[config.mk]
export PLATFORM = sky130hd
export DESIGN_NAME = ahb_master_initiator_flat
export DESIGN_NICKNAME = d
export VERILOG_FILES = /design/src/rtl/ahb_master_initiator_if.sv /design/src/rtl/ahb_master_initiator.sv /design/src/flat_wrapper.sv
export SDC_FILE = /design/constraint.sdc
export NUM_CORES = 1
export LEC_CHECK = 0
export BUFFER_PORTS_ARGS = -buffer_cell sky130_fd_sc_hd__buf_2
export CORE_MARGIN = 3
export CORE_UTILIZATION = 40
export DETAILED_ROUTE_END_ITERATION = 6
export GPL_TIMING_DRIVEN = 0
export HOLD_SLACK_MARGIN = 0.06
export PLACE_DENSITY = 0.69
export SLEW_MARGIN = 10
export SYNTH_ARGS = -nofsm -noshare
export SYNTH_HDL_FRONTEND = slang
export SYNTH_SLANG_ARGS = --single-unit
[constraint.sdc]
create_clock -name clk -period 4.7 [get_ports clk]
set_input_delay 0.705 -clock clk [delete_from_list [all_inputs] [get_ports clk]]
set_output_delay 0.705 -clock clk [all_outputs]
set_load 0.02 [all_outputs]
[src/rtl/ahb_master_initiator_if.sv]
// Command, beat-data and AHB-Lite signals shared by the master initiator and
// whatever sits on the other side of it (slave model, bridge, DMA front end).
interface ahb_master_initiator_if #(
  parameter int ADDR_W = 32,
  parameter int DATA_W = 32,
  parameter int LEN_W  = 4
);
  logic              cmd_valid;
  logic              cmd_ready;
  logic              cmd_write;
  logic [ADDR_W-1:0] cmd_addr;
  logic [LEN_W-1:0]  cmd_len;
  logic [DATA_W-1:0] wr_data;
  logic              wr_data_ready;
  logic [DATA_W-1:0] rd_data;
  logic              rd_valid;
  logic              done;
  logic              err;
  logic [ADDR_W-1:0] Haddr;
  logic [1:0]        Htrans;
  logic              Hwrite;
  logic [2:0]        Hsize;
  logic [2:0]        Hburst;
  logic [DATA_W-1:0] Hwdata;
  logic              Hreadyout;
  logic [DATA_W-1:0] Hrdata;
  logic [1:0]        Hresp;

  modport master (
    input  cmd_valid, cmd_write, cmd_addr, cmd_len, wr_data,
    input  Hreadyout, Hrdata, Hresp,
    output cmd_ready, wr_data_ready, rd_data, rd_valid, done, err,
    output Haddr, Htrans, Hwrite, Hsize, Hburst, Hwdata
  );

  modport slave (
    output cmd_valid, cmd_write, cmd_addr, cmd_len, wr_data,
    output Hreadyout, Hrdata, Hresp,
    input  cmd_ready, wr_data_ready, rd_data, rd_valid, done, err,
    input  Haddr, Htrans, Hwrite, Hsize, Hburst, Hwdata
  );
endinterface

[src/rtl/ahb_master_initiator.sv]
// AHB-Lite burst master: turns one (addr, dir, len) command into pipelined
// NONSEQ/SEQ word transfers with wait-state, 1KB-boundary and ERROR handling.
module ahb_master_initiator #(
  parameter int ADDR_W = 32,
  parameter int DATA_W = 32,
  parameter int LEN_W  = 4
) (
  input logic                   clk,
  input logic                   rst,
  ahb_master_initiator_if.master bus
);
  typedef enum logic [1:0] {S_IDLE, S_ADDR, S_BURST, S_LAST} state_e;

  localparam logic [1:0] TR_IDLE      = 2'b00;
  localparam logic [1:0] TR_NONSEQ    = 2'b10;
  localparam logic [1:0] TR_SEQ       = 2'b11;
  localparam logic [1:0] RESP_ERROR   = 2'b01;
  localparam logic [2:0] BURST_SINGLE = 3'b000;
  localparam logic [2:0] BURST_INCR   = 3'b001;
  localparam logic [2:0] SIZE_WORD    = 3'b010;

  state_e            state_q, state_d;
  logic [ADDR_W-1:0] haddr_q, haddr_d;
  logic [1:0]        htrans_q, htrans_d;
  logic              hwrite_q, hwrite_d;
  logic [2:0]        hburst_q, hburst_d;
  logic [DATA_W-1:0] hwdata_q, hwdata_d;
  logic [DATA_W-1:0] rd_data_q, rd_data_d;
  logic              rd_valid_q, rd_valid_d;
  logic              done_q, done_d;
  logic              err_q, err_d;
  logic              err_seen_q, err_seen_d;
  logic [LEN_W-1:0]  addr_left_q, addr_left_d;
  logic              wr_ready;
  logic              data_phase;
  logic              resp_err;
  logic              err_first;
  logic [ADDR_W-1:0] addr_inc;

  // A 1KB crossing has to restart the burst with a NONSEQ transfer.
  function automatic logic [1:0] trans_for(input logic [ADDR_W-1:0] a);
    return (a[9:0] == 10'd0) ? TR_NONSEQ : TR_SEQ;
  endfunction

  assign data_phase = (state_q == S_BURST) || (state_q == S_LAST);
  assign resp_err   = (bus.Hresp == RESP_ERROR);
  assign err_first  = data_phase && !bus.Hreadyout && resp_err;
  assign addr_inc   = haddr_q + ADDR_W'(4);

  always_ff @(posedge clk) begin
    if (!rst) begin
      state_q     <= S_IDLE;
      haddr_q     <= '0;
      htrans_q    <= TR_IDLE;
      hwrite_q    <= 1'b0;
      hburst_q    <= BURST_SINGLE;
      hwdata_q    <= '0;
      rd_data_q   <= '0;
      rd_valid_q  <= 1'b0;
      done_q      <= 1'b0;
      err_q       <= 1'b0;
      err_seen_q  <= 1'b0;
      addr_left_q <= '0;
    end else begin
      state_q     <= state_d;
      haddr_q     <= haddr_d;
      htrans_q    <= htrans_d;
      hwrite_q    <= hwrite_d;
      hburst_q    <= hburst_d;
      hwdata_q    <= hwdata_d;
      rd_data_q   <= rd_data_d;
      rd_valid_q  <= rd_valid_d;
      done_q      <= done_d;
      err_q       <= err_d;
      err_seen_q  <= err_seen_d;
      addr_left_q <= addr_left_d;
    end
  end

  always_comb begin
    state_d     = state_q;
    haddr_d     = haddr_q;
    htrans_d    = htrans_q;
    hwrite_d    = hwrite_q;
    hburst_d    = hburst_q;
    hwdata_d    = hwdata_q;
    rd_data_d   = rd_data_q;
    rd_valid_d  = 1'b0;
    done_d      = 1'b0;
    err_d       = 1'b0;
    err_seen_d  = err_seen_q;
    addr_left_d = addr_left_q;
    wr_ready    = 1'b0;

    case (state_q)
      S_IDLE: begin
        if (bus.cmd_valid) begin
          state_d     = S_ADDR;
          haddr_d     = bus.cmd_addr;
          htrans_d    = TR_NONSEQ;
          hwrite_d    = bus.cmd_write;
          hburst_d    = (bus.cmd_len == '0) ? BURST_SINGLE : BURST_INCR;
          addr_left_d = bus.cmd_len;
          err_seen_d  = 1'b0;
        end
      end
      S_ADDR, S_BURST: begin
        // First cycle of an ERROR response cancels the pending address phase.
        if (err_first) begin
          htrans_d    = TR_IDLE;
          err_seen_d  = 1'b1;
          addr_left_d = '0;
          state_d     = S_LAST;
        end else if (bus.Hreadyout) begin
          if (hwrite_q) begin
            wr_ready = 1'b1;
            hwdata_d = bus.wr_data;
          end
          if (state_q == S_BURST) begin
            if (resp_err) begin
              err_seen_d = 1'b1;
            end else if (!hwrite_q) begin
              rd_data_d  = bus.Hrdata;
              rd_valid_d = 1'b1;
            end
          end
          if (addr_left_q == '0) begin
            htrans_d = TR_IDLE;
            state_d  = S_LAST;
          end else begin
            haddr_d     = addr_inc;
            htrans_d    = trans_for(addr_inc);
            addr_left_d = addr_left_q - LEN_W'(1);
            state_d     = S_BURST;
          end
        end
      end
      S_LAST: begin
        if (bus.Hreadyout) begin
          if (!hwrite_q && !resp_err) begin
            rd_data_d  = bus.Hrdata;
            rd_valid_d = 1'b1;
          end
          done_d  = 1'b1;
          err_d   = err_seen_q | resp_err;
          state_d = S_IDLE;
        end else if (err_first) begin
          err_seen_d = 1'b1;
        end
      end
      default: state_d = S_IDLE;
    endcase
  end

  assign bus.cmd_ready     = (state_q == S_IDLE);
  assign bus.wr_data_ready = wr_ready;
  assign bus.rd_data       = rd_data_q;
  assign bus.rd_valid      = rd_valid_q;
  assign bus.done          = done_q;
  assign bus.err           = err_q;
  assign bus.Haddr         = haddr_q;
  assign bus.Htrans        = htrans_q;
  assign bus.Hwrite        = hwrite_q;
  assign bus.Hsize         = SIZE_WORD;
  assign bus.Hburst        = hburst_q;
  assign bus.Hwdata        = hwdata_q;
endmodule

[src/flat_wrapper.sv]
// flat-port wrapper written by rule: the top's interface ports become plain ports
module ahb_master_initiator_flat 
#(
  parameter int ADDR_W = 32,
  parameter int DATA_W = 32,
  parameter int LEN_W  = 4
)
  (clk, rst, bus_cmd_valid, bus_cmd_write, bus_cmd_addr, bus_cmd_len, bus_wr_data, bus_Hreadyout, bus_Hrdata, bus_Hresp, bus_cmd_ready, bus_wr_data_ready, bus_rd_data, bus_rd_valid, bus_done, bus_err, bus_Haddr, bus_Htrans, bus_Hwrite, bus_Hsize, bus_Hburst, bus_Hwdata);
  ahb_master_initiator_if #(.ADDR_W(ADDR_W), .DATA_W(DATA_W), .LEN_W(LEN_W)) bus_i ();
  input logic clk;
  input logic rst;
  input wire logic [$bits(bus_i.cmd_valid)-1:0] bus_cmd_valid;
  input wire logic [$bits(bus_i.cmd_write)-1:0] bus_cmd_write;
  input wire logic [$bits(bus_i.cmd_addr)-1:0] bus_cmd_addr;
  input wire logic [$bits(bus_i.cmd_len)-1:0] bus_cmd_len;
  input wire logic [$bits(bus_i.wr_data)-1:0] bus_wr_data;
  input wire logic [$bits(bus_i.Hreadyout)-1:0] bus_Hreadyout;
  input wire logic [$bits(bus_i.Hrdata)-1:0] bus_Hrdata;
  input wire logic [$bits(bus_i.Hresp)-1:0] bus_Hresp;
  output wire logic [$bits(bus_i.cmd_ready)-1:0] bus_cmd_ready;
  output wire logic [$bits(bus_i.wr_data_ready)-1:0] bus_wr_data_ready;
  output wire logic [$bits(bus_i.rd_data)-1:0] bus_rd_data;
  output wire logic [$bits(bus_i.rd_valid)-1:0] bus_rd_valid;
  output wire logic [$bits(bus_i.done)-1:0] bus_done;
  output wire logic [$bits(bus_i.err)-1:0] bus_err;
  output wire logic [$bits(bus_i.Haddr)-1:0] bus_Haddr;
  output wire logic [$bits(bus_i.Htrans)-1:0] bus_Htrans;
  output wire logic [$bits(bus_i.Hwrite)-1:0] bus_Hwrite;
  output wire logic [$bits(bus_i.Hsize)-1:0] bus_Hsize;
  output wire logic [$bits(bus_i.Hburst)-1:0] bus_Hburst;
  output wire logic [$bits(bus_i.Hwdata)-1:0] bus_Hwdata;
  assign bus_i.cmd_valid = bus_cmd_valid;
  assign bus_i.cmd_write = bus_cmd_write;
  assign bus_i.cmd_addr = bus_cmd_addr;
  assign bus_i.cmd_len = bus_cmd_len;
  assign bus_i.wr_data = bus_wr_data;
  assign bus_i.Hreadyout = bus_Hreadyout;
  assign bus_i.Hrdata = bus_Hrdata;
  assign bus_i.Hresp = bus_Hresp;
  assign bus_cmd_ready = bus_i.cmd_ready;
  assign bus_wr_data_ready = bus_i.wr_data_ready;
  assign bus_rd_data = bus_i.rd_data;
  assign bus_rd_valid = bus_i.rd_valid;
  assign bus_done = bus_i.done;
  assign bus_err = bus_i.err;
  assign bus_Haddr = bus_i.Haddr;
  assign bus_Htrans = bus_i.Htrans;
  assign bus_Hwrite = bus_i.Hwrite;
  assign bus_Hsize = bus_i.Hsize;
  assign bus_Hburst = bus_i.Hburst;
  assign bus_Hwdata = bus_i.Hwdata;
  ahb_master_initiator #(.ADDR_W(ADDR_W), .DATA_W(DATA_W), .LEN_W(LEN_W)) u_core (.clk(clk), .rst(rst), .bus(bus_i));
endmodule
Word level (Yosys, flattened, before mapping)
Cells that the tools add are included.
{ "totals": {"reg_bits": 112, "out_inout_bits": 110} }
{ "op_classes": {"n_addsub": 2, "n_eq_ne": 19, "n_mux": 52, "n_bitwise": 2, "n_reduce_logical": 24} }
{ "op_table": {"columns": ["operator", "count"], "rows": [
  ["$mux W32", 11],
  ["$pmux W32 S2", 2],
  ["$add A32 B3 Y32 const B", 1],
  ["$mux W1", 22],
  ["$ne A2 B2 Y1 const B", 9],
  ["$mux W2", 8],
  ["$mux W4", 4],
  ["$logic_not A10 Y1", 1],
  ["$reduce_and A3 Y1", 3],
  ["$logic_not A4 Y1", 2],
  ["$pmux W4 S2", 1],
  ["$reduce_and A4 Y1", 2],
  ["$reduce_and A8 Y1", 1],
  ["$ne A3 B1 Y1 const B", 2],
  ["$ne A3 B2 Y1 const B", 2],
  ["$pmux W2 S3", 1],
  ["$reduce_and A6 Y1", 1],
  ["$reduce_and A5 Y1", 1],
  ["$eq A2 B1 Y1 const B", 2],
  ["$eq A2 B2 Y1 const B", 2],
  ["$ne A2 B1 Y1 const B", 2],
  ["$pmux W2 S2", 1],
  ["$reduce_and A2 Y1", 2],
  ["$reduce_bool A2 Y1", 2],
  ["10 further kinds", 14]
]} }

Logic depth before layout (Yosys ltp)
{ "logic_depth": {"depth_word": 7, "ltp_mapped": 10} }

Worst setup path before layout
OpenSTA, ideal clock, no wires.
{ "synth_timing": {"kind": "flip-flop to output port", "startpoint": "reg u_core.state_q[1]", "endpoint": "out bus_wr_data_ready", "t_arrival_ps": 1730, "path_slack_ps": 2265, "path_stages_with_launch": 7, "path_buffers": 2, "path_cell_list": "dfxtp_1 -> inv_1 -> ha_1 -> clkbuf_1 -> nand3_1 -> inv_1 -> buf_1"} }
{ "synth_between": {"elab_chain_len": 6} }
{ "synth_rtl": {"columns": ["element", "line_no", "text"], "rows": [
  ["start: declaration", "ahb_master_initiator.sv:22", "state_e state_q, state_d;"],
  ["start signal: assignment", "ahb_master_initiator.sv:65", "state_q <= state_d;"],
  ["$eq A2 B2 Y1, on equally long branches", "ahb_master_initiator.sv:45, ahb_master_initiator.sv:95", null],
  ["$logic_or A1 B1 Y1", "ahb_master_initiator.sv:45", "assign data_phase = (state_q == S_BURST) || (state_q == S_LAST);"],
  ["$logic_and A1 B1 Y1 (2 in series)", "ahb_master_initiator.sv:47", "assign err_first = data_phase && !bus.Hreadyout && resp_err;"],
  ["$mux W1", "ahb_master_initiator.sv:109", "if (err_first) begin"],
  ["$mux W1 (*)", "ahb_master_initiator.sv:95", "case (state_q)"],
  ["end: declaration", "flat_wrapper.sv:21", "output wire logic [$bits(bus_i.wr_data_ready)-1:0] bus_wr_data_ready;"]
]} }
Mark *: on every way between the ends. The rest lies on a longest branch, timed or not.

Worst setup path after layout
Ends and elaborated chain as after synthesis.

==> key figures <==
Status
  • Status: finished clean

Routing
  • Routed Antenna Nets: 0
  • WL/cell: 16.1 um
  • Via count: 5623
  • Drc violations: 0
  • Vias/cell: 5.26
  • Final WL: 17200 um
  • DR iter-0 viols: 432
  • Pre-Repair DR Iteration Count: 5

Yosys
  • Cell taking the most area after synthesis: dfxtp_1
  • Top-area cell type share of the netlist area: 42.1%
  • Flops & latches, synth: 110
  • Post-synthesis cell type count: 65
  • Post-Syn Instances: 667
  • Ys Warns: 0
  • Seq/Total Area, Yosys: 42.1%
  • Number of enable flip-flop cells after synthesis: 0
  • Most area-consuming cells after synthesis: dfxtp_1, nand2_1, a21oi_1, clkbuf_1, nand3_1
  • Async set-reset flop share out of synthesis: 0%
  • Mapped Area: 5230 um^2
  • Mean post-synth cell area: 7.84 um^2
  • Most used DFF post-synth: dfxtp_1

Power and ir drop
  • Switching share of total power: 46.1%
  • Power share of the combinational group: 49.0%
  • Clock power frac: 18.4%
  • Internal: 2.17 mW
  • LEAKAGE: 2.97 nW
  • Register share of total power: 32.6%
  • VDD IR-drop max: 0.219 mV
  • Psw: 1.86 mW
  • PD cells: 593 nW/um^2

Finish
  • Post-Layout Cell Count: 1069
  • Fill count: 1351
  • P&R area growth vs syn: 29.9%
  • # nets final: 1008
  • Design Area, Final: 6800 um^2
  • Fraction of layout instances using a drive strength above 1: 27.8%
  • Utilization after layout: 53.4%
  • Diodes inserted: 0

Timing
  • Slew @ Worst Pin: 0.840 ns
  • Clk_skew: 0.0107 ns
  • Setup_tns: 0 ns
  • Slew Viols, Final: 0
  • Final Hold Viols: 0
  • Minimum clock period: 3.42 ns
  • Final Cycle Share: 72.7%
  • Fmax: 293 MHz
  • Finish-stage setup viols: 0
  • Slew margin rel.: 43.8%
  • Hold Slack: 0.451 ns
  • Unrepaired setup endpoints after global routing: no

Die
  • Placement Rows: 41
  • Core area: 12700 um^2
  • I/O pin cnt: 217
  • Die Span Y: 120 um
  • Die ar.: 14500 um^2
  • Die X: 120 um
  • Initial core utilization: 41.1%

Clock tree
  • Post-CTS Resized: 0
  • Clk root buf: clkbuf_16
  • CTS buffer count: 9
  • Hold_buf cts: 0
  • Clock sinks: 110
  • CTS tree: built
  • Clock Latency Late Sink: 0.36 ns
  • Post-CTS setup buffer count: 0
  • CTS H-tree lvls: 3
  • CTS max path bufs: 2
  • Reg clk slew, reported paths: 0.08 ns

Global routing
  • Antenna violations before repair: 1
  • Total gr overflow: 0
  • Total Routing Usage GR: 23.5%
  • Number of global-route vias before repair: 5316
  • Largest net degree at the start of global routing: 20
  • Global-route wire length before repair: 27100 um

Placed design
  • Dpl hpwl: 13000 um
  • Dpl cell area: 6510 um^2
  • Dpl cells: 1053
  • GPL Wtd Cong: 0.889
  • Port-buffer cells: 211

Setup path
  • Setup crit start: u_core.state_q[1]$_SDFFE_PN0P_
  • CP max stage delay: 0.40 ns
  • Crit Path Class: register to primary output
  • CP Capture Type: primary output
  • Worst r2r dst: u_core.bus.Haddr[26]$_SDFFE_PN0P_
  • Critical-path cell list: inv_1 -> ha_1 -> clkbuf_1 -> nand3_1 -> inv_1 -> buf_1 -> buf_2
  • R2r startpoint: u_core.state_q[1]$_SDFFE_PN0P_
  • CP Launch Type: register
  • Depth of the worst register-to-register path: 9
  • Worst-path maximum fanout: 10
  • CP Buf/Inv Count: 5
  • R2r setup slk: 1.68 ns
  • Most frequent CP cell: inv_1
  • Req. time, crit path: 3.99 ns
  • Slowest-stage cell, CP: dfxtp_1
  • CP delay by family, top: buffers and inverters
  • Arrival time worst endpoint: 2.71 ns

Hold path
  • Hold path cells: 2
  • HP Class: register to register
  • Hold Path End: u_core.bus.Hwdata[2]$_SDFFE_PN0P_
  • Hold Startpoint: u_core.bus.Hwdata[2]$_SDFFE_PN0P_

Job
  • Max Cap Violations: 0
[per-layer routing]
| metal | share of wire [%] | track usage [%] | vias to the layer above | routed length (um) |
|---|---|---|---|---|
| met5 | 0.075 | 0 | - | 13 |
| met3 | 9.9 | 6.50 | 37 | 1700 |
| met4 | 3.0 | 11.0 | 2 | 520 |
| met1 | 40 | 28.7 | 2519 | 6950 |
| met2 | 47 | 38.3 | 272 | 8060 |
| li1 | - | - | 2793 | - |
[tightest hold or removal path, delay by kind of cell (launching register included)]
kind	cells	cell delay (ns)
AND/OR/NAND/NOR	1	0.05
AO/OA/AOI/OAI	1	0.05
flip-flops	1	0.31
[area by class of cell]
cell class	instances	area (um^2)	area share, %
multi-input cells	496	2770	40.8
clock inverters	7	57.6	0.847
flip-flops and latches	110	2200	32.4
repair buffers	211	1060	15.5
inverters	14	52.6	0.773
well taps	172	215	3.17
clock buffers	9	225	3.31
plain buffers	50	216	3.19
[power by group through the flow]
stage | clock (mW) | combinational (mW) | sequential, mW
after floorplan | 0 | 1.14 | 1.49
after global placement | 0 | 1.93 | 1.33
after detailed placement | 0 | 1.95 | 1.33
after CTS | 0.760 | 1.96 | 1.31
after global routing | 0.795 | 2.15 | 1.35
final | 0.742 | 1.97 | 1.31
[placed cells by master (no fill, tap or decap), types with 3 or more instances in the layout]
cell	synthesis	final
nand2b_1	4	4
a211oi_1	9	9
nand4_1	12	12
ha_1	9	9
dfxtp_1	110	110
and2_1	6	6
o31ai_1	3	3
nand2_1	165	165
a31oi_1	5	5
or4_1	4	4
and3_1	11	11
or3_1	5	5
o2bb2ai_1	6	6
conb_1	2	5
clkbuf_16	0	9
a22oi_1	7	7
nand3_1	23	23
o21ai_0	12	12
inv_1	14	14
a22o_1	7	7
nor3_1	7	7
buf_2	5	216
and4_1	5	5
a21oi_1	87	87
buf_4	6	6
o22ai_1	7	7
xnor2_1	5	5
mux2i_1	9	9
nor2b_1	6	6
nor4_1	6	6
nor2_1	26	26
clkbuf_1	38	38
[cells by family after synthesis]
| logic type | Yosys count | synth area share (%) |
|---|---|---|
| DFF | 110 | 42.1 |
| AOI/OAI and AO/OA | 172 | 20.8 |
| xor gates and xnor gates | 6 | 1.00 |
| adders and majority gates | 9 | 2.15 |
| other | 2 | 0.144 |
| muxes | 11 | 2.15 |
| and+or+nand+nor | 293 | 26.5 |
| buffers and inverters | 64 | 5.14 |
[stage by stage]
step	power (mW)	worst slack [ns]
6_report	4.03	1.28
5_1_grt	4.29	1.05
4_1_cts	4.03	1.28
3_5_place_dp	3.28	1.68
3_3_place_gp	3.26	1.68
2_1_floorplan	2.63	2.26
[state kept, by name (all words and copies together), names as in the netlist]
name / cells
u_core.bus.done: 1
u_core.bus.Hburst: 1
u_core.bus.err: 1
u_core.bus.Htrans: 2
u_core.addr_left_q: 4
u_core.bus.Haddr: 32
u_core.err_seen_q: 1
u_core.state_q: 2
u_core.bus.Hwrite: 1
u_core.bus.Hwdata: 32
u_core.bus.rd_valid: 1
u_core.bus.rd_data: 32
[synthesized netlist by cell type, types with 3 or more instances]
| cell | count |
|---|---|
| a211oi_1 | 9 |
| a21oi_1 | 87 |
| a22o_1 | 7 |
| a22oi_1 | 7 |
| a31oi_1 | 5 |
| and2_1 | 6 |
| and3_1 | 11 |
| and4_1 | 5 |
| buf_2 | 5 |
| buf_4 | 6 |
| clkbuf_1 | 38 |
| dfxtp_1 | 110 |
| ha_1 | 9 |
| inv_1 | 14 |
| mux2i_1 | 9 |
| nand2_1 | 165 |
| nand2b_1 | 4 |
| nand3_1 | 23 |
| nand4_1 | 12 |
| nor2_1 | 26 |
| nor2b_1 | 6 |
| nor3_1 | 7 |
| nor4_1 | 6 |
| o21ai_0 | 12 |
| o22ai_1 | 7 |
| o2bb2ai_1 | 6 |
| o31ai_1 | 3 |
| or3_1 | 5 |
| or4_1 | 4 |
| xnor2_1 | 5 |
[how the worst max path moves through the flow]
| stage | depth (start not counted) | end |
|---|---|---|
| final | 7 | bus_wr_data_ready |
| after global routing | 7 | bus_wr_data_ready |
| after detailed placement | 7 | bus_wr_data_ready |
| after floorplan | 6 | bus_wr_data_ready |
| after global placement | 7 | bus_wr_data_ready |
| after CTS | 7 | bus_wr_data_ready |
(Power assumes the default switching activity.)
